## src/rtl/risky_pkg.sv

```systemverilog
// -----------------------------------------------------------------------------
// risky_pkg
// Shared constants and types for the register-hazard scoreboard.
//   REG_IDX_W : width of an architectural register index
//   NUM_REGS  : number of architectural registers (x0..x31)
//   REG_ZERO  : index of the hard-wired zero register
//   reg_idx_t : architectural register index type
// -----------------------------------------------------------------------------
package risky_pkg;

    localparam int REG_IDX_W = 5;
    localparam int NUM_REGS  = 32;

    typedef logic [REG_IDX_W-1:0] reg_idx_t;

    localparam reg_idx_t REG_ZERO = 5'd0;

endpackage

```

## src/rtl/scoreboard_counter.sv

```systemverilog
// -----------------------------------------------------------------------------
// scoreboard_counter
// In-flight write counter for one architectural register.
//   clk       : clock, state updates on the rising edge
//   rst       : synchronous active-high reset, clears the count
//   inc       : one more write to this register has issued
//   dec       : one write to this register has reached the register file
//   busy      : count != 0 (register has a pending write)
//   full      : count == 2^CNT_W - 1 (no room for another outstanding write)
//   underflow : dec requested while the count is already 0 (combinational)
// An inc and a dec in the same cycle cancel and leave the count unchanged.
// The count saturates at both ends; the owner is expected to never issue into
// a full counter, so the upper clamp is only a safety net.
// -----------------------------------------------------------------------------
module scoreboard_counter #(
    parameter int CNT_W = 2
) (
    input  logic clk,
    input  logic rst,
    input  logic inc,
    input  logic dec,
    output logic busy,
    output logic full,
    output logic underflow
);

    localparam logic [CNT_W-1:0] CNT_ZERO = {CNT_W{1'b0}};
    localparam logic [CNT_W-1:0] CNT_ONE  = {{(CNT_W-1){1'b0}}, 1'b1};
    localparam logic [CNT_W-1:0] CNT_MAX  = {CNT_W{1'b1}};

    logic [CNT_W-1:0] count_r;
    logic [CNT_W-1:0] count_nxt_s;

    // Next-count selection: saturating up/down, simultaneous inc+dec cancels.
    always_comb begin
        count_nxt_s = count_r;
        case ({inc, dec})
            2'b10: begin
                if (count_r != CNT_MAX) begin
                    count_nxt_s = count_r + CNT_ONE;
                end else begin
                    count_nxt_s = count_r;
                end
            end
            2'b01: begin
                if (count_r != CNT_ZERO) begin
                    count_nxt_s = count_r - CNT_ONE;
                end else begin
                    count_nxt_s = count_r;
                end
            end
            default: begin
                count_nxt_s = count_r;
            end
        endcase
    end

    // Count register.
    always_ff @(posedge clk) begin
        if (rst) begin
            count_r <= CNT_ZERO;
        end else begin
            count_r <= count_nxt_s;
        end
    end

    assign busy      = (count_r != CNT_ZERO);
    assign full      = (count_r == CNT_MAX);
    assign underflow = dec && (count_r == CNT_ZERO);

endmodule

```

## src/rtl/issue_scoreboard.sv

```systemverilog
// -----------------------------------------------------------------------------
// issue_scoreboard
// Register-hazard scoreboard and issue controller between decode and execute.
// Holds a decoded instruction while any of its source registers has a write
// in flight, or while its destination already has the maximum number of
// outstanding writes, and releases it as soon as neither is true.
//   i_clk, i_rst       : clock and synchronous active-high reset
//   i_valid            : decode presents an instruction
//   i_rs1/i_rs1_used   : source 1 index and whether it is read
//   i_rs2/i_rs2_used   : source 2 index and whether it is read
//   i_rd/i_rd_write    : destination index and whether it is written
//   i_wb_valid/i_wb_rd : register file write port (retires one write)
//   o_issue            : instruction leaves decode this cycle (combinational)
//   o_stall            : i_valid && !o_issue
//   o_underflow        : sticky, writeback seen to a register with no writes
//                        in flight
//   o_stall_count      : number of stalled cycles, wraps at 2^32
// x0 never has a counter: it is never pending and writes to it are ignored.
// Writebacks do not bypass into the hazard check; a dependent instruction
// issues the cycle after its producer's writeback.
// -----------------------------------------------------------------------------
module issue_scoreboard
    import risky_pkg::*;
#(
    parameter int CNT_W = 2
) (
    input  logic        i_clk,
    input  logic        i_rst,
    input  logic        i_valid,
    input  reg_idx_t    i_rs1,
    input  reg_idx_t    i_rs2,
    input  logic        i_rs1_used,
    input  logic        i_rs2_used,
    input  reg_idx_t    i_rd,
    input  logic        i_rd_write,
    input  logic        i_wb_valid,
    input  reg_idx_t    i_wb_rd,
    output logic        o_issue,
    output logic        o_stall,
    output logic        o_underflow,
    output logic [31:0] o_stall_count
);

    // Bit 0 of busy/full stands for x0 and is tied low so the index decoders
    // can use the register number directly.
    logic [NUM_REGS-1:0] busy_s;
    logic [NUM_REGS-1:0] full_s;
    logic [NUM_REGS-1:1] uflow_s;
    logic [NUM_REGS-1:1] inc_s;
    logic [NUM_REGS-1:1] dec_s;

    logic        raw_s;
    logic        cap_s;
    logic        hazard_s;
    logic        issue_s;
    logic        underflow_r;
    logic [31:0] stall_count_r;

    assign busy_s[0] = 1'b0;
    assign full_s[0] = 1'b0;

    genvar g;
    generate
        for (g = 1; g < NUM_REGS; g++) begin : g_cnt
            scoreboard_counter #(
                .CNT_W (CNT_W)
            ) u_cnt (
                .clk       (i_clk),
                .rst       (i_rst),
                .inc       (inc_s[g]),
                .dec       (dec_s[g]),
                .busy      (busy_s[g]),
                .full      (full_s[g]),
                .underflow (uflow_s[g])
            );
        end
    endgenerate

    // Hazard detection from registered counter state only (no writeback bypass).
    always_comb begin
        raw_s    = (i_rs1_used && (i_rs1 != REG_ZERO) && busy_s[i_rs1])
                || (i_rs2_used && (i_rs2 != REG_ZERO) && busy_s[i_rs2]);
        cap_s    = i_rd_write && (i_rd != REG_ZERO) && full_s[i_rd];
        hazard_s = raw_s || cap_s;
        issue_s  = i_valid && !hazard_s;
    end

    // One-hot increment/decrement decoders; x0 has no counter to drive.
    always_comb begin
        inc_s = '0;
        dec_s = '0;
        for (int r = 1; r < NUM_REGS; r++) begin
            inc_s[r] = issue_s && i_rd_write && (i_rd == reg_idx_t'(r));
            dec_s[r] = i_wb_valid && (i_wb_rd == reg_idx_t'(r));
        end
    end

    // Sticky underflow flag, cleared only by reset.
    always_ff @(posedge i_clk) begin
        if (i_rst) begin
            underflow_r <= 1'b0;
        end else if (|uflow_s) begin
            underflow_r <= 1'b1;
        end else begin
            underflow_r <= underflow_r;
        end
    end

    // Stalled-cycle counter, free-running modulo 2^32.
    always_ff @(posedge i_clk) begin
        if (i_rst) begin
            stall_count_r <= 32'd0;
        end else if (i_valid && hazard_s) begin
            stall_count_r <= stall_count_r + 32'd1;
        end else begin
            stall_count_r <= stall_count_r;
        end
    end

    assign o_issue       = issue_s;
    assign o_stall       = i_valid && hazard_s;
    assign o_underflow   = underflow_r;
    assign o_stall_count = stall_count_r;

endmodule

```

## config.mk

```make
export PLATFORM = sky130hd
export DESIGN_NAME = issue_scoreboard
export DESIGN_NICKNAME = d
export VERILOG_FILES = /design/src/rtl/risky_pkg.sv /design/src/rtl/scoreboard_counter.sv /design/src/rtl/issue_scoreboard.sv
export SDC_FILE = /design/constraint.sdc
export NUM_CORES = 1
export LEC_CHECK = 0
export CORE_UTILIZATION = 55
export DETAILED_ROUTE_END_ITERATION = 8
export PLACE_DENSITY = 0.76
export SLEW_MARGIN = 30
export SYNTH_ARGS = -nofsm -noshare
export SYNTH_HDL_FRONTEND = slang
export SYNTH_SLANG_ARGS = --single-unit
export TNS_END_PERCENT = 1
```

## constraint.sdc

```tcl
create_clock -name i_clk -period 4.9 [get_ports i_clk]
set_input_delay 0.98 -clock i_clk [delete_from_list [all_inputs] [get_ports i_clk]]
set_output_delay 0.98 -clock i_clk [all_outputs]
set_load 0.01 [all_outputs]
```

# Word level (Yosys, flattened, before mapping)
# Index checks and enable logic that the tools add are counted.
word_totals:
  regBits: 95
  latch_bits: 0
  mem_bits_rw: 0
  rom_bits: 0
  inputBits: 27
  out_inout_bits: 35
  mem_count: 0
classes:
  addsub: 63
  mul: 0
  div: 0
  magnitude_cmp: 3
  n_eq_ne: 248
  shift: 0
  n_mux: 99
  n_bitwise: 0
  reduce_logical: 233
ops:
  columns: ["operator", "n"]
  rows:
  - ["equality test 5 bit, second input constant", 32]
  - ["equality test 2 bit, second input constant", 62]
  - ["two-way mux 2 bit", 62]
  - ["!= test 2 x 1 -> 1 bit, second input constant", 62]
  - ["one-hot mux 2 bit (2 select lines)", 31]
  - ["nonzero test 2 bit", 62]
  - ["logical AND 1 bit", 102]
  - ["AND reduction 3 bit", 31]
  - ["equality test 5 x 4 -> 1 bit, second input constant", 16]
  - ["adder 2 x 1 -> 2 bit, second input constant", 31]
  - ["equality test 2 x 1 -> 1 bit, second input constant", 31]
  - ["zero test 2 bit", 31]
  - ["!= test 2 bit, second input constant", 31]
  - ["subtractor 2 x 1 -> 2 bit, second input constant", 31]
  - ["equality test 5 x 3 -> 1 bit, second input constant", 8]
  - ["adder 32 x 1 -> 32 bit, second input constant", 1]
  - ["OR reduction 31 bit", 1]
  - ["equality test 5 x 2 -> 1 bit, second input constant", 4]
  - ["less-than comparator 5 x 6 -> 1 bit, second input constant", 3]
  - ["binary-select mux 1 bit (select 5 bit)", 3]
  - ["nonzero test 5 bit", 3]
  - ["equality test 5 x 1 -> 1 bit, second input constant", 2]
  - ["two-way mux 1 bit", 3]
  - ["logical OR 1 bit", 2]
  - ["zero test 1 bit", 1]

# Depth between registers and ports, before layout
depth:
  word_depth: 13
  depth_mapped: 18
  depth_no_buf: 13

# Cells and area by module
# Synthesis repeated with hierarchy kept, for this count alone.
hier_totals:
  hier_cells: 898
  area_unflattened_um2: 7305.8
by_module_without_submodules:
  columns: ["mod", "n_inst", "cells_per_inst", "area_each_um2", "seq_area_each_um2"]
  rows:
  - ["scoreboard_counter", 31, 16, 131.4, 40.0]
  - ["issue_scoreboard", 1, 402, 3233.1, 660.6]

# Worst setup path before layout
# OpenSTA, ideal clock, no wires.
synth_path:
  path_type: "input -> output"
  startpoint: "input i_rs1[0]"
  endpoint: "output o_stall"
  t_arrival_ps: 3162
  setup_slack_ps: 758
  path_stages: 11
  path_buffers: 5
  cell_sequence: "buf_2 -> clkbuf_1 -> mux4_2 -> o21ai_1 -> a22oi_1 -> or4_4 -> and3_1 -> buf_6 -> buf_6 -> buf_6 -> nor2_1"
synth_between:
  elab_chain_len: 6
synth_rtl:
  columns: ["element", "line", "rtl"]
  rows:
  - ["from (decl)", "issue_scoreboard.sv:30", "input reg_idx_t i_rs1,"]
  - ["binary-select mux 1 bit (select 5 bit) or nonzero test 5 bit (tied branches)", "issue_scoreboard.sv:81", "raw_s = (i_rs1_used && (i_rs1 != REG_ZERO) && busy_s[i_rs1])"]
  - ["two-way mux 1 bit (not written as such) or logical AND 1 bit (tied branches)", "issue_scoreboard.sv:81", null]
  - ["logical AND 1 bit (*)", "issue_scoreboard.sv:81", null]
  - ["logical OR 1 bit (*)", "issue_scoreboard.sv:82", "|| (i_rs2_used && (i_rs2 != REG_ZERO) && busy_s[i_rs2]);"]
  - ["logical OR 1 bit (*)", "issue_scoreboard.sv:84", "hazard_s = raw_s || cap_s;"]
  - ["logical AND 1 bit (*)", "issue_scoreboard.sv:121", "assign o_stall = i_valid && hazard_s;"]
  - ["to (decl)", "issue_scoreboard.sv:39", "output logic o_stall,"]
# Mark *: on every way between the ends. The rest lies on a longest branch, timed or not. The select of a mux whose other input is x is not followed.

# Worst setup path after layout
# Same ends and word-level chain as after synthesis.

==> metrics.md <==
| Metric | Value |
|---|---|
| Syn Area/Cell | `7.14 µm²` |
| Post-CTS setup buffer count | `0` |
| Busiest layer in global routing | `met2` |
| Netlist Area Pre-Place | `0.00768 mm²` |
| Pin count of the biggest net entering global routing | `59` |
| CP Data Required Time | `3.92 ns` |
| GRT Total Usage | `0.327` |
| Met3 Resource Use GR | `0.0760` |
| GPL Wtd Cong | `0.988` |
| Worst Path Arrival | `3.83 ns` |
| Post-synth ARST share | `0` |
| Critical-path maximum fanout | `17` |
| Slowest cell on the critical path | `clkdlybuf4s50_1` |
| Pint | `1.28 mW` |
| Maximum vdd drop | `138 µV` |
| First-pass GRT wire length | `36900 µm` |
| Crit path kind | `primary input to primary output` |
| Setup Skew | `0.0128 ns` |
| Top Ports | `62` |
| Syn nets | `1166` |
| Die area | `0.0144 mm²` |
| CP Launch Type | `primary input` |
| Clock Latency Late Sink | `0.36 ns` |
| Placed instance area | `0.00853 mm²` |
| Total CTS buffers | `9` |
| Net Switching | `0.494 mW` |
| CP peak stage delay | `0.58 ns` |
| Synth unique cells | `63` |
| N_diodes | `0` |
| Die Height | `120 µm` |
| Pwr per Cell Area | `201 mW/mm²` |
| Root buf cell | `clkbuf_16` |
| Routed Antenna Nets | `0` |
| DRC | `0` |
| Final Max Tran Viols | `0` |
| Commonest non-fill, non-tap cell in the layout | `nor2_1` |
| #FFs+latches synth | `95` |
| Max cap viols | `0` |
| Die X | `120 µm` |
| Max clock buf depth | `2` |
| Most frequent CP cell | `clkdlybuf4s50_1` |
| Via count | `8121` |
| CP top delay family | `buffers and inverters` |
| Status | `complete, no violations` |
| Sum Neg Setup Slack | `0 ns` |
| Synth-to-Final Area Change | `15.1%` |
| Slew Limit Headroom | `0.415` |
| Met2 GRT Util | `0.496` |
| WL final | `23300 µm` |
| FMAX | `208 MHz` |
| Input/output buffers | `61` |
| Sw Ratio | `0.278` |
| Core area | `0.0135 mm²` |
| Aggregate global routing overflow | `0` |
| Period utilisation layout | `0.981` |
| Met1 Use GR | `0.438` |
| Combinational share of power | `0.144` |
| Htree depth | `3` |
| Layout cells sized above 1 | `0.0670` |
| CTS clk-pin slew, worst paths | `0.07 ns` |
| Post-synthesis cell count | `1076` |
| Row count | `42` |
| Post-Layout Inst Area | `0.00884 mm²` |
| Most frequent cells in the layout | `nor2_1 (202), nand2_1 (153), dfxtp_1 (95)` |
| Buffer and inverter count on the worst path | `3` |
| RSZ-0062 raised after global routing | `false` |
| Hold WC Path Type | `register to register` |
| Min Tclk post-route | `4.81 ns` |
| Drt pass-1 iters | `5` |
| Final Setup Violations | `0` |
| Initial Util | `0.571` |
| Primary FF master, synth | `dfxtp_1` |
| YS warnings | `0` |
| Nets@finish | `1220` |
| FF/Latch Area | `0.00190 mm²` |
| Clock Power Share | `0.411` |
| Vias per std cell | `6.19` |
| Clock sinks | `95` |
| Detailed-placement wirelength estimate | `17800 µm` |
| Worst Setup End Kind | `primary output` |
| Initial antenna violation count | `0` |
| CTS tree | `built` |
| Vias in the first global route | `7117` |
| Multi-input gate area | `0.00527 mm²` |
| Initial drt markers | `949` |
| EDFF count, synth | `0` |
| Worst Max-Slew Pin Slew | `0.871 ns` |
| WL/cell | `17.7 µm` |
| Cell Chain, Critical Path | `clkdlybuf4s50_1 -> buf_4 -> nor3_1 -> a21oi_1 -> mux4_1 -> nor3b_1 -> or4_4 -> and3_1 -> nor2_1 -> clkdlybuf4s50_1` |
| Fillers | `1247` |
| Register area share after synthesis | `0.248` |
| Leakage | `3.14 nW` |
| Final Hold Viols | `0` |
| Flop pwr share | `0.445` |
state kept, by name (all words and copies together) (netlist names):
register	cells
g_cnt.u_cnt.count_r	62
o_underflow	1
o_stall_count	32
metrics by stage:
step	worst slack (ns)	power, mW	utilization	instances	hold WS (ns)
after floorplan	0.758	0.953	-	1076	0.495
after global placement	0.175	1.05	0.634	1295	0.478
after detailed placement	0.0749	1.05	0.634	1295	0.487
after CTS	0.116	1.77	0.656	1311	0.497
after global routing	0.00878	1.83	0.657	1311	0.519
final	0.0919	1.77	0.657	1311	0.492
layout make-up:
cell class | instances | area share
flip-flops and latches | 95 | 0.215
clock inverters | 5 | 0.00722
well taps | 176 | 0.0249
clock buffers | 11 | 0.0263
inverters | 72 | 0.0306
multi-input cells | 859 | 0.597
repair buffers | 93 | 0.0988
path summary, 6_finish.rpt:
kind                                            startpoint                         to  slack, ns  cells past startpoint
worst max-delay path                              i_rs1[0]                    o_stall       0.09                     10
worst min register to register           o_stall_count[31]          o_stall_count[31]       0.49                      2
worst max register to register  g_cnt[27].u_cnt.count_r[0]  g_cnt[5].u_cnt.count_r[1]       1.17                     14
worst min-delay path                     o_stall_count[31]          o_stall_count[31]       0.49                      2
kinds of logic (layout without fill, tap and decap cells):
group                      after synthesis  count (layout)  share of synthesized area
muxes                                   17              17                     0.0433
xor gates and xnor gates                 1               1                    0.00114
adders and majority gates               63              63                      0.103
DFF                                     95              95                      0.248
AOI/OAI and AO/OA                      237             237                      0.216
and+or+nand+nor                        541             541                      0.323
buffers and inverters                  122             181                     0.0663
worst register-to-register path, stage by stage, from the launching register on:
cell       delay [ns]
dfxtp_1          0.35
nor2_1           0.42
mux4_2           0.34
a211oi_1         0.08
a2111oi_1        0.42
buf_4            0.21
and3_1           0.24
buf_4            0.16
and3_1           0.22
buf_4            0.16
nand2_1          0.06
ha_1             0.32
nor2_1           0.15
nor2_1           0.05
a2111oi_0        0.42
synthesized netlist by cell type, types with 29 or more instances:
cell type | number | area share
a2111oi_0 | 38 | 0.043
clkbuf_1 | 34 | 0.017
nand3_1 | 29 | 0.019
ha_1 | 63 | 0.10
nor2_1 | 202 | 0.099
nor3_1 | 44 | 0.029
a311oi_1 | 30 | 0.034
nand2b_1 | 38 | 0.031
inv_1 | 70 | 0.034
dfxtp_1 | 95 | 0.25
nand2_1 | 153 | 0.075
a21oi_1 | 94 | 0.061
power groups by stage:
stage / registers (mW) / clock network, mW / logic [mW]
floorplan: 0.805 / 0 / 0.148
CTS: 0.789 / 0.737 / 0.247
global placement: 0.807 / 0 / 0.243
global route: 0.790 / 0.769 / 0.272
detailed placement: 0.807 / 0 / 0.246
finish: 0.789 / 0.729 / 0.254
layer usage:
| layer | vias up | routed length (µm) |
|---|---|---|
| li1 | 3962 | - |
| met1 | 3748 | 10100 |
| met2 | 346 | 10200 |
| met3 | 65 | 2080 |
| met4 | 0 | 822 |
| met5 | - | 0 |
what timing repair did:
| item | CTS | global route |
|---|---|---|
| hold buffers | 0 | 0 |
| endpoints found under the setup margin | 0 | 2 |
| gates resized for setup | 0 | 1 |
Power figures use the tool's default switching activity.
